<file path="src/rtl/flght_pkg.sv">
// Shared types and constants for the flight command sequencer.
//   opcode_e : command opcodes accepted from the UART receiver
//   state_e  : sequencer states
//   POS_ACK / NEG_ACK : response bytes for valid / unknown opcodes
package flght_pkg;

    typedef enum logic [7:0] {
        REQ_BATT  = 8'h01,
        SET_PTCH  = 8'h02,
        SET_ROLL  = 8'h03,
        SET_YAW   = 8'h04,
        SET_THRST = 8'h05,
        CALIBRATE = 8'h06,
        EMER_LAND = 8'h07,
        MTRS_OFF  = 8'h08
    } opcode_e;

    localparam logic [7:0] POS_ACK = 8'hA5;
    localparam logic [7:0] NEG_ACK = 8'hEE;

    typedef enum logic [1:0] {
        StIdle,
        StEscWait,
        StCal,
        StResp
    } state_e;

endpackage

</file>
<file path="src/rtl/flght_tmr.sv">
// Loadable up-counter with terminal flag. Counts while en is high and
// saturates at all-ones; clr returns it to zero.
//   clk, rst_n : clock, synchronous active-low reset
//   clr        : load zero (wins over en)
//   en         : count enable
//   done       : counter is all-ones
module flght_tmr #(
    parameter int unsigned W = 8
) (
    input  logic clk,
    input  logic rst_n,
    input  logic clr,
    input  logic en,
    output logic done
);

    logic [W-1:0] cnt_q;

    assign done = &cnt_q;

    always_ff @(posedge clk) begin
        if (!rst_n) begin
            cnt_q <= '0;
        end else if (clr) begin
            cnt_q <= '0;
        end else if (en && !done) begin
            cnt_q <= cnt_q + W'(1);
        end
    end

endmodule

</file>
<file path="src/rtl/flght_cmd_ctrl.sv">
// Command sequencer between the UART command receiver and the flight
// controller. Decodes opcode/data pairs into setpoint updates, runs the
// ESC wake-up then inertial calibration sequence, controls motor enable and
// returns one response byte per command.
// Optional feature: define CMD_WDOG_EN to add a command watchdog that forces
// an emergency landing when no command arrives for 2^WDOG_W clocks while
// thrust is nonzero.
// Ports:
//   clk, rst_n            : clock, synchronous active-low reset
//   cmd_rdy, cmd, data    : incoming command; clr_cmd_rdy consumes it
//   batt                  : battery reading returned by REQ_BATT
//   cal_done / strt_cal   : inertial calibration handshake
//   inertial_cal          : high during ESC wait and calibration
//   resp, send_resp       : response byte and its start strobe
//   resp_sent             : UART finished sending resp
//   d_ptch, d_roll, d_yaw : signed attitude setpoints
//   thrst                 : unsigned thrust setpoint
//   motors_off            : forces the ESCs to idle
module flght_cmd_ctrl
    import flght_pkg::*;
#(
    parameter int unsigned ESC_WAIT_W = 26,
    parameter int unsigned WDOG_W     = 26
) (
    input  logic        clk,
    input  logic        rst_n,
    input  logic        cmd_rdy,
    input  logic [7:0]  cmd,
    input  logic [15:0] data,
    input  logic [7:0]  batt,
    input  logic        cal_done,
    input  logic        resp_sent,
    output logic        clr_cmd_rdy,
    output logic [7:0]  resp,
    output logic        send_resp,
    output logic [15:0] d_ptch,
    output logic [15:0] d_roll,
    output logic [15:0] d_yaw,
    output logic [8:0]  thrst,
    output logic        strt_cal,
    output logic        inertial_cal,
    output logic        motors_off
);

    state_e state_q, state_d;

    logic        clr_q, clr_d;
    logic        send_q, send_d;
    logic        strt_q, strt_d;
    logic        inertial_q, inertial_d;
    logic        moff_q, moff_d;
    logic [7:0]  resp_q, resp_d;
    logic [15:0] ptch_q, ptch_d;
    logic [15:0] roll_q, roll_d;
    logic [15:0] yaw_q, yaw_d;
    logic [8:0]  thrst_q, thrst_d;

    logic accept;
    logic esc_done;

    assign accept = (state_q == StIdle) && cmd_rdy;

    flght_tmr #(
        .W(ESC_WAIT_W)
    ) u_esc_tmr (
        .clk  (clk),
        .rst_n(rst_n),
        .clr  (accept),
        .en   (state_q == StEscWait),
        .done (esc_done)
    );

`ifdef CMD_WDOG_EN
    logic wdog_done;
    logic wdog_fire;

    // Frozen while calibrating; the sequence itself proves the link is alive.
    flght_tmr #(
        .W(WDOG_W)
    ) u_wdog_tmr (
        .clk  (clk),
        .rst_n(rst_n),
        .clr  (accept),
        .en   ((state_q == StIdle) || (state_q == StResp)),
        .done (wdog_done)
    );

    assign wdog_fire = wdog_done && (thrst_q != '0) && !accept;
`else
    logic unused_wdog_w;
    assign unused_wdog_w = (WDOG_W == 0);
`endif

    // State register
    always_ff @(posedge clk) begin
        if (!rst_n) begin
            state_q <= StIdle;
        end else begin
            state_q <= state_d;
        end
    end

    // Next-state logic
    always_comb begin
        state_d = state_q;
        unique case (state_q)
            StIdle: begin
                if (cmd_rdy) begin
                    state_d = (cmd == CALIBRATE) ? StEscWait : StResp;
                end
            end
            StEscWait: if (esc_done)  state_d = StCal;
            StCal:     if (cal_done)  state_d = StResp;
            StResp:    if (resp_sent) state_d = StIdle;
            default:   state_d = StIdle;
        endcase
    end

    // Output logic: next values of the registered outputs and setpoints
    always_comb begin
        clr_d      = 1'b0;
        send_d     = 1'b0;
        strt_d     = 1'b0;
        inertial_d = inertial_q;
        moff_d     = moff_q;
        resp_d     = resp_q;
        ptch_d     = ptch_q;
        roll_d     = roll_q;
        yaw_d      = yaw_q;
        thrst_d    = thrst_q;

        unique case (state_q)
            StIdle: begin
                if (cmd_rdy) begin
                    clr_d  = 1'b1;
                    resp_d = POS_ACK;
                    case (cmd)
                        REQ_BATT:  resp_d = batt;
                        SET_PTCH:  ptch_d = data;
                        SET_ROLL:  roll_d = data;
                        SET_YAW:   yaw_d  = data;
                        SET_THRST: begin
                            thrst_d = data[8:0];
                            moff_d  = 1'b0;
                        end
                        CALIBRATE: moff_d = 1'b0;
                        EMER_LAND: begin
                            ptch_d  = '0;
                            roll_d  = '0;
                            yaw_d   = '0;
                            thrst_d = '0;
                        end
                        MTRS_OFF:  moff_d = 1'b1;
                        default:   resp_d = NEG_ACK;
                    endcase
                    // Calibrate answers only after cal_done
                    if (cmd == CALIBRATE) begin
                        inertial_d = 1'b1;
                    end else begin
                        send_d = 1'b1;
                    end
                end
            end
            StEscWait: begin
                if (esc_done) strt_d = 1'b1;
            end
            StCal: begin
                if (cal_done) begin
                    inertial_d = 1'b0;
                    resp_d     = POS_ACK;
                    send_d     = 1'b1;
                end
            end
            StResp: begin
            end
            default: begin
            end
        endcase

`ifdef CMD_WDOG_EN
        if (wdog_fire) begin
            ptch_d  = '0;
            roll_d  = '0;
            yaw_d   = '0;
            thrst_d = '0;
        end
`endif
    end

    always_ff @(posedge clk) begin
        if (!rst_n) begin
            clr_q      <= 1'b0;
            send_q     <= 1'b0;
            strt_q     <= 1'b0;
            inertial_q <= 1'b0;
            moff_q     <= 1'b1;
            resp_q     <= '0;
            ptch_q     <= '0;
            roll_q     <= '0;
            yaw_q      <= '0;
            thrst_q    <= '0;
        end else begin
            clr_q      <= clr_d;
            send_q     <= send_d;
            strt_q     <= strt_d;
            inertial_q <= inertial_d;
            moff_q     <= moff_d;
            resp_q     <= resp_d;
            ptch_q     <= ptch_d;
            roll_q     <= roll_d;
            yaw_q      <= yaw_d;
            thrst_q    <= thrst_d;
        end
    end

    assign clr_cmd_rdy  = clr_q;
    assign send_resp    = send_q;
    assign strt_cal     = strt_q;
    assign inertial_cal = inertial_q;
    assign motors_off   = moff_q;
    assign resp         = resp_q;
    assign d_ptch       = ptch_q;
    assign d_roll       = roll_q;
    assign d_yaw        = yaw_q;
    assign thrst        = thrst_q;

endmodule

</file>
<file path="config.mk">
export PLATFORM = sky130hd
export DESIGN_NAME = flght_cmd_ctrl
export DESIGN_NICKNAME = d
export VERILOG_FILES = /design/src/rtl/flght_pkg.sv /design/src/rtl/flght_tmr.sv /design/src/rtl/flght_cmd_ctrl.sv
export SDC_FILE = /design/constraint.sdc
export NUM_CORES = 1
export LEC_CHECK = 0
export CAP_MARGIN = 40
export CELL_PAD_IN_SITES_DETAIL_PLACEMENT = 0
export CELL_PAD_IN_SITES_GLOBAL_PLACEMENT = 1
export CORE_UTILIZATION = 25
export DETAILED_ROUTE_END_ITERATION = 7
export PLACE_DENSITY_LB_ADDON = 0.1
export SLEW_MARGIN = 20
export SYNTH_ARGS = -nofsm -noshare
export SYNTH_HDL_FRONTEND = slang
export SYNTH_SLANG_ARGS = --single-unit
</file>
<file path="constraint.sdc">
create_clock -name clk -period 6.3 [get_ports clk]
set_input_delay 0.945 -clock clk [delete_from_list [all_inputs] [get_ports clk]]
set_output_delay 0.945 -clock clk [all_outputs]
set_load 0.01 [all_outputs]
</file>
==> metrics.yaml <==
root_buffer: "clkbuf_16"
vias: 3861
dp_cells: 805
run_status: "completed"
fin_nets: 642
drive_gt1_share_pct: 4.79
initial_core_util_pct: 25.9
reg2regPathDepth: 6
antenna_found_initial: 0
mostFrequentLayoutCells: "clkdlybuf4s50_1, dfxtp_1, nand2_1, a21oi_1, nand3_1"
synth-main-ff-cell: "dfxtp_1"
p_total_w: 0.00151
hold_viol_final: 0
max_freq_ghz: 0.335
ys_seq_area_share_pct: 47.1
maxSlewHeadroom_pct: 49.3
skew_ns: 0.00720
tightestPinTransition_ns: 0.761
drt-total-wl_um: 12200
multi_input_comb_area_um2: 1990
yosysWarnings: 0
min_period_over_period_pct: 47.4
grt_pass1_vias: 3567
drtAntennaViolNets: 0
synth_area_leader_cell: "dfxtp_1"
dr.pass1.iters: 4
syn_nets: 558
worst_hold_slack_ns: 0.454
drc: 0
final.min_clock_period_ns: 2.98
track_usage_pct: 15.1
hpwl_um: 8570
syn_inst: 516
crit_path_start_kind: "primary input"
endpoint_kind: "register"
netlist_top_cells_area: "dfxtp_1, a21oi_1, nand3_1"
vias_per_cell: 4.70
cts.path.max_buffers: 2
p_per_area_nw_per_um2: 265
worstPathArrival_ns: 3.27
wire_per_inst_um: 14.8
die-width_um: 131
numCtsBuffers: 9
htree_num_levels: 3
critPathRequiredTime_ns: 6.58
io_pins: 107
ctsHoldBuffers: 0
yosys.area.top_type_share_pct: 47.1
tns_ns: 0
synthToLayoutAreaGrowth_pct: 37.0
gp_congestion: 0.716
rows: 46
final_cell_count_no_fill: 821
ctsResizeCount: 0
worst-r2r-setup-slack_ns: 3.63
cts.sinks: 98
cap_violations: 0
drt_iter0_drc: 214
cp_max_fo: 16
holdPathStages: 2
netlist_area_um2: 4160
synth_enable_flop_cells: 0
vdd_drop_max_v: 0.000117
cts_tree: "yes"
synth_seq_cells: 98
synth_area_per_cell_um2: 8.07
grt_pass1_wl_um: 19400
clkTransAtPathRegs_ns: 0.07
pre_cts_slack_ns: 2.87
setup-violations-final: 0
mostFrequentLayoutCell: "clkdlybuf4s50_1"
coreArea_um2: 16100
leakagePower_nw: 1.80
drv_slew: 0
fin_ws_ns: 3.32
setup.worst_path.class: "primary input to register"
fillCellCount: 1662
synth.distinct_cells: 44
grt_max_degree: 58
io_buffers: 106
rsz0062_at_grt: "no"
clk_latency_ns: 0.35
hold_class: "register to register"
dieArea_um2: 17200
ff_latch_area_um2: 1960
async_flop_share_pct: 0
grt.overflow.total: 0
die_h_um: 131
antenna_cells: 0
cts_setup_buffers: 0
## stage by stage
stage / area [µm²] / utilization, %
final: 5700 / 35.5
after global routing: 5700 / 35.5
after CTS: 5700 / 35.5
after detailed placement: 5390 / 33.6
after global placement: 5340 / 33.3
after floorplan: 4160 / -
## power breakdown
group / switching [W] / internal, W
Clock: 0.000261 / 0.000316
Combinational: 0.000144 / 0.000117
Sequential: 0.0000205 / 0.000654
Total: 0.000425 / 0.00109
## layer usage
metal | track usage [%] | vias to the layer above | wire, µm
li1 | - | 1971 | -
met1 | 20.5 | 1803 | 5720
met2 | 22.5 | 73 | 5620
met3 | 3.58 | 14 | 636
met4 | 6.49 | 0 | 206
met5 | 0 | - | 0
## cell usage after synthesis (all sizes together) (2+ instances only)
master and count:
buf 5, o2111ai 3, nand2b 2, xnor2 8, dfxtp 98, o31ai 4
nor4 7, clkbuf 32, or3 10, nand4 7, nand2 78, nor2 28
ha 5, or4 4, or2 2, xor2 11, o21ai 22, and4 2
a21oi 73, and2 5, nand3 69, and3 3, inv 13, nor3 5
o211ai 8, mux2i 3
## worst max-delay path, stage by stage
cell and delay (ns):
clkdlybuf4s50_1 0.41, or4_1 0.63, nor2_2 0.23, and4_1 0.73, nand3_1 0.16, a21oi_1 0.15
## cells by family (layout without fill, tap and decap cells)
kind of cell             count (synthesis)  after routing  share of synthesized area, %
adder cells (fa/ha/maj)                  5              5                          1.50
flip-flops                              98             98                          47.1
XOR/XNOR                                19             19                          4.00
multiplexers                             3              3                         0.721
AO/OA/AOI/OAI                          115            115                          15.4
buffers and inverters                   50            139                          5.05
AND/OR/NAND/NOR                        226            226                          26.2
## final timing paths
kind,start,endpoint
setup / recovery,cmd[5],d_ptch[14]
hold / removal,d_ptch[12],d_ptch[12]
setup reg to reg,u_esc_tmr.cnt_q[0],u_esc_tmr.cnt_q[20]
hold reg to reg,d_ptch[12],d_ptch[12]
## cell type report
cell class / count / area share, %
clock buffers: 9 / 3.95
clock inverters: 7 / 1.49
repair buffers: 110 / 19.7
multi-input cells: 368 / 34.9
well taps: 216 / 4.74
flip-flops and latches: 98 / 34.4
inverters: 13 / 0.855
## flip-flops by register name, indices dropped and copies added, names as in the netlist
name and count:
d_ptch 16, clr_cmd_rdy 1, state_q 2, resp 8
thrst 9, send_resp 1, u_esc_tmr.cnt_q 26, motors_off 1
strt_cal 1, inertial_cal 1, d_yaw 16, d_roll 16
(Power assumes the default switching activity.)
